## config.mk

```make
export PLATFORM = sky130hd
export DESIGN_NAME = spike_aer_encoder
export DESIGN_NICKNAME = d
export VERILOG_FILES = /design/src/rtl/spike_aer_encoder.sv
export SDC_FILE = /design/constraint.sdc
export NUM_CORES = 1
export LEC_CHECK = 0
export CORE_MARGIN = 3
export CORE_UTILIZATION = 58
export CTS_CLUSTER_SIZE = 20
export DETAILED_ROUTE_END_ITERATION = 8
export PLACE_DENSITY_LB_ADDON = 0.08
export SYNTH_ARGS = -nofsm -noshare
export SYNTH_HDL_FRONTEND = slang
export SYNTH_SLANG_ARGS = --single-unit
```

## constraint.sdc

```tcl
create_clock -name clk -period 12.35 [get_ports clk]
set_clock_uncertainty 0.15 [all_clocks]
set_input_delay 2.47 -clock clk [delete_from_list [all_inputs] [get_ports clk]]
set_output_delay 2.47 -clock clk [all_outputs]
set_load 0.01 [all_outputs]
```

## src/rtl/spike_aer_encoder.sv

```systemverilog
// Spike capture, round-robin arbitration and AER event FIFO for one neuron row.
// Each spike is latched with the current timestep and drained as an {addr, ts} event over valid/ready.
module spike_aer_encoder #(
  parameter int unsigned N_NEURONS  = 7,
  parameter int unsigned ADDR_W     = 3,
  parameter int unsigned TS_W       = 8,
  parameter int unsigned FIFO_DEPTH = 8
) (
  input  logic                          clk,
  input  logic                          reset,
  input  logic [N_NEURONS-1:0]          spike_in,
  input  logic                          ts_tick,
  input  logic                          ev_ready,
  input  logic                          clear_ovf,
  output logic                          ev_valid,
  output logic [ADDR_W-1:0]             ev_addr,
  output logic [TS_W-1:0]               ev_ts,
  output logic [$clog2(FIFO_DEPTH):0]   fifo_count,
  output logic                          overflow,
  output logic [7:0]                    drop_count
);

  localparam int unsigned PtrW   = $clog2(FIFO_DEPTH);
  localparam int unsigned EntryW = ADDR_W + TS_W;
  localparam int unsigned DropW  = $clog2(N_NEURONS + 1);
  localparam logic [PtrW:0]       FullCount = FIFO_DEPTH[PtrW:0];
  localparam logic [ADDR_W-1:0]   LastIdx   = ADDR_W'(N_NEURONS - 1);

  logic [TS_W-1:0]      ts_q, ts_d;
  logic [N_NEURONS-1:0] pending_q, pending_d;
  logic [TS_W-1:0]      pending_ts_q [N_NEURONS];
  logic [TS_W-1:0]      pending_ts_d [N_NEURONS];
  logic [ADDR_W-1:0]    rr_q, rr_d;
  logic [EntryW-1:0]    mem_q [FIFO_DEPTH];
  logic [PtrW-1:0]      wr_q, wr_d, rd_q, rd_d;
  logic [PtrW:0]        count_q, count_d;
  logic [EntryW-1:0]    head_q, head_d;
  logic                 overflow_q, overflow_d;
  logic [7:0]           drop_q, drop_d;

  logic                 pop, push_ok, gnt_found, grant;
  logic [ADDR_W-1:0]    gnt_idx, cand;
  logic [N_NEURONS-1:0] gnt_vec;
  logic [EntryW-1:0]    push_data;
  logic [DropW-1:0]     drops;
  logic [8:0]           drop_sum;

  assign ev_valid   = (count_q != '0);
  assign pop        = ev_valid & ev_ready;
  assign push_ok    = (count_q < FullCount) | pop;
  assign grant      = gnt_found & push_ok;
  assign gnt_vec    = grant ? (N_NEURONS'(1) << gnt_idx) : '0;
  assign push_data  = {gnt_idx, pending_ts_q[gnt_idx]};
  assign ev_addr    = head_q[EntryW-1:TS_W];
  assign ev_ts      = head_q[TS_W-1:0];
  assign fifo_count = count_q;
  assign overflow   = overflow_q;
  assign drop_count = drop_q;

  // First pending neuron at or after rr_q, wrapping modulo N_NEURONS.
  always_comb begin
    gnt_found = 1'b0;
    gnt_idx   = '0;
    cand      = '0;
    for (int unsigned off = 0; off < N_NEURONS; off++) begin
      cand = ADDR_W'((32'(rr_q) + off) % N_NEURONS);
      if (!gnt_found && pending_q[cand]) begin
        gnt_found = 1'b1;
        gnt_idx   = cand;
      end
    end
  end

  always_comb begin
    pending_d    = pending_q & ~gnt_vec;
    pending_ts_d = pending_ts_q;
    drops        = '0;
    for (int i = 0; i < N_NEURONS; i++) begin
      if (spike_in[i]) begin
        if (!pending_q[i] || gnt_vec[i]) begin
          pending_d[i]    = 1'b1;
          pending_ts_d[i] = ts_q;
        end else begin
          drops += DropW'(1);
        end
      end
    end
    // A drop in the same cycle as clear_ovf is counted from zero.
    drop_sum   = {1'b0, (clear_ovf ? 8'd0 : drop_q)} + 9'(drops);
    drop_d     = drop_sum[8] ? 8'hFF : drop_sum[7:0];
    overflow_d = (drops != '0) | (overflow_q & ~clear_ovf);
    ts_d       = ts_tick ? ts_q + TS_W'(1) : ts_q;
    rr_d       = rr_q;
    if (grant) begin
      rr_d = (gnt_idx == LastIdx) ? '0 : gnt_idx + ADDR_W'(1);
    end
  end

  always_comb begin
    wr_d    = grant ? wr_q + PtrW'(1) : wr_q;
    rd_d    = pop ? rd_q + PtrW'(1) : rd_q;
    count_d = count_q;
    if (grant && !pop) begin
      count_d = count_q + (PtrW+1)'(1);
    end else if (!grant && pop) begin
      count_d = count_q - (PtrW+1)'(1);
    end
    // Registered show-ahead head; bypass the entry being written this cycle.
    head_d = head_q;
    if (count_d != '0) begin
      head_d = (grant && (wr_q == rd_d)) ? push_data : mem_q[rd_d];
    end
  end

  always_ff @(posedge clk) begin
    if (grant) begin
      mem_q[wr_q] <= push_data;
    end
  end

  always_ff @(posedge clk) begin
    if (reset) begin
      ts_q       <= '0;
      pending_q  <= '0;
      rr_q       <= '0;
      wr_q       <= '0;
      rd_q       <= '0;
      count_q    <= '0;
      head_q     <= '0;
      overflow_q <= 1'b0;
      drop_q     <= '0;
      for (int i = 0; i < N_NEURONS; i++) begin
        pending_ts_q[i] <= '0;
      end
    end else begin
      ts_q         <= ts_d;
      pending_q    <= pending_d;
      pending_ts_q <= pending_ts_d;
      rr_q         <= rr_d;
      wr_q         <= wr_d;
      rd_q         <= rd_d;
      count_q      <= count_d;
      head_q       <= head_d;
      overflow_q   <= overflow_d;
      drop_q       <= drop_d;
    end
  end

endmodule

```

==> qor.csv <==
metric,value,unit
status,completed,
met3 wire length,1.319,mm
"EDFF count, synth",88,
Setup TNS,0,ns
Reg-to-Reg End,drop_count[4],
initial antenna violation count,1,
main area contributors after synthesis,"edfxtp_1 24%, dfxtp_1 19%, mux2i_1 9.7%",
clk slew on worst S/H paths,0.08,ns
"Top cell by count, worst path",ha_1,
Clk Tree Root Cell,clkbuf_16,
CP endpoint kind,flop,
clk sink count,192,
critical path endpoint,drop_count[4],
Avg Vias per Cell,6.024,
Max Cap Viol,0,
share of cells above drive strength 1,10.60,%
Setup Crit Path Kind,flop to flop,
main combinational cell family by area after synthesis,simple AND/OR/NAND/NOR gates,
Mapped Nets,1126,
Row Count,49,
HPWL after DPL,15.92,mm
Ys Warns,0,
total die area,0.02032,mm²
Setup-failing EPs final,0,
Ports,37,
Final ANT Viol Nets,0,
fmax,90.30,MHz
slowest cell on the critical path,ha_1,
Synth Register Bits,192,
critical path depth in cells,43,
R2R depth,43,
dpl cells,1282,
Compound-Gate Fraction of Synth Area,12.39,%
Arrival @ worst endpoint,11.29,ns
DRC violations left,0,
Hold Slack,0.3463,ns
most frequent cells in the layout,"133 x nor2_1, 128 x nand2_1, 104 x mux2i_1, 104 x dfxtp_1, 88 x edfxtp_1",
wire per inst,18.49,µm
Final Util,65.24,%
vias post-DR,7915,
Worst setup SP type,flop,
H-tree level count,4,
Post-CTS Repair Setup Buffers,0,
Final Hold Viols,0,
grt total ovfl,0,
predominant post-synthesis flop cell,dfxtp_1,
Core ar.,0.01815,mm²
DRT Pass-1 Iters,5,
Starting Density,59.60,%
cell area after synthesis,0.01082,mm²
post-synthesis sequential area ratio,43.68,%
Crit Path Max Fanout,30,
post_cts resized,0,
die height,142.6,µm
1st-iter DRT viols,558,
library cells used by synthesis,90,
CTS Hold Buffers Added,0,
crit path from,rr_q[2],
largest net degree at the start of global routing,105,
R2R Setup Slk,1.28,ns
clock latency on the worst-skew pair,0.43,ns
post-layout net count,1120,
CTS tree,yes,
uppermost routed layer,met5,
vias in the first global route,7661,
Routability Congestion,0.9003,
clk buf depth,2,
Crit Reg-Reg Startpoint,rr_q[2],
Synth top area share,24.43,%
wl on met1,11.31,mm
Async SR Flop Fraction,0,%
max_slew headroom,24.73,%
Synth Instances,1078,
PortBufs,36,
Post-Synth Simple-Gate Area,16.50,%
worst min path class,flop to flop,
RSZ-0062 raised after global routing,false,
period utilisation layout,89.67,%
post-synthesis mux area share,15.60,%
Tot GR Track Use,24.60,%
"commonest non-fill, non-tap cell in the layout",nor2_1,
global-route wire length before repair,39.74,mm
CTS buffer count,17,
die width,142.6,µm
data required time of the worst path,12.57,ns
Post-Synth XOR/XNOR Area,3.355,%
final cell count without fillers,1314,
CP max stage delay,0.84,ns
Worst Path Buf+Inv,4,
Fill cells,1510,
Final min period,11.07,ns
CP top delay family,compound AO/OA/AOI/OAI gates,
met2 WL post-DR,11.34,mm
Post-Route WL,24.30,mm
syn avg cell area,10.03,µm²
adder-cell share of the synthesized area,4.234,%
Area Overhead vs Synth,9.451,%
Max Slew Vio Count,0,
ANT cells,0,
Slew @ Worst Pin,1.123,ns
post-synth top area cell,edfxtp_1,
## cell usage after synthesis, types with 4 or more instances
cell,n
nor2_1,133
nand2_1,128
mux2i_1,105
dfxtp_1,104
edfxtp_1,88
clkbuf_1,47
ha_1,35
a21oi_1,33
inv_1,28
nand3_1,28
o21ai_0,28
mux4_2,24
xnor2_1,22
nand2b_1,18
nor3_1,16
xor2_1,15
nor2b_1,13
a31oi_1,12
a211oi_1,11
a221oi_1,10
buf_2,10
buf_4,10
a21o_1,8
and3_1,8
nand4_1,7
nor3b_1,7
and2_1,6
mux2_2,6
a22oi_1,5
buf_1,5
inv_2,5
or3_1,5
a21boi_0,4
a41oi_1,4
and4_1,4
o21a_1,4
o22ai_1,4
## logic make-up after synthesis
family / after synthesis
DFF: 192
xor gates and xnor gates: 39
muxes: 137
AOI/OAI and AO/OA: 176
and+or+nand+nor: 391
buffers and inverters: 107
adders and majority gates: 36
## final cells by class
cell class                      instances  area (µm²)  area share, %
Timing Repair Buffer                   48       447.9          3.784
Clock inverter                         14       128.9          1.089
Multi-Input combinational cell        779        5692          48.08
Inverter                               34       130.1          1.099
Tap cell                              229       286.5          2.420
Clock buffer                           18       429.2          3.625
Sequential cell                       192        4725          39.91
## layer usage
layer | GRT usage (%) | vias to the layer above
li1 | - | 3886
met1 | 35.18 | 3801
met2 | 39.09 | 193
met3 | 4.772 | 33
met4 | 5.753 | 2
met5 | 0 | -
## how the worst min path moves through the flow
stage,slack (ns),start,depth (start not counted),to
floorplan,0.31,pending_ts_q[0],2,pending_ts_q[0]
global placement,0.32,head_q[8],2,head_q[8]
detailed placement,0.33,head_q[6],2,head_q[6]
CTS,0.35,head_q[8],2,head_q[8]
global route,0.37,head_q[10],2,head_q[10]
finish,0.35,head_q[3],2,head_q[3]
## worst min-delay path, stage by stage, from the launching register on
cell and delay, ns:
dfxtp_1 0.33, mux2i_1 0.06, nor2_1 0.07
## per-stage QoR
stage	cell area [µm²]	worst slack (ns)
after floorplan	10820	2.687
after global placement	11280	1.813
after detailed placement	11280	1.349
after CTS	11840	1.324
after global routing	11840	0.4264
final	11840	1.275
## sequential cells by signal, summed over array words and instances, names as in the netlist
signal / count
mem_q: 88
pending_ts_q: 56
head_q: 11
drop_count: 8
ts_q: 8
pending_q: 7
fifo_count: 4
rd_q: 3
rr_q: 3
wr_q: 3
overflow: 1
Power is not shown: default switching activity piles up to over one toggle a cycle in this logic, so the estimate is an artifact.
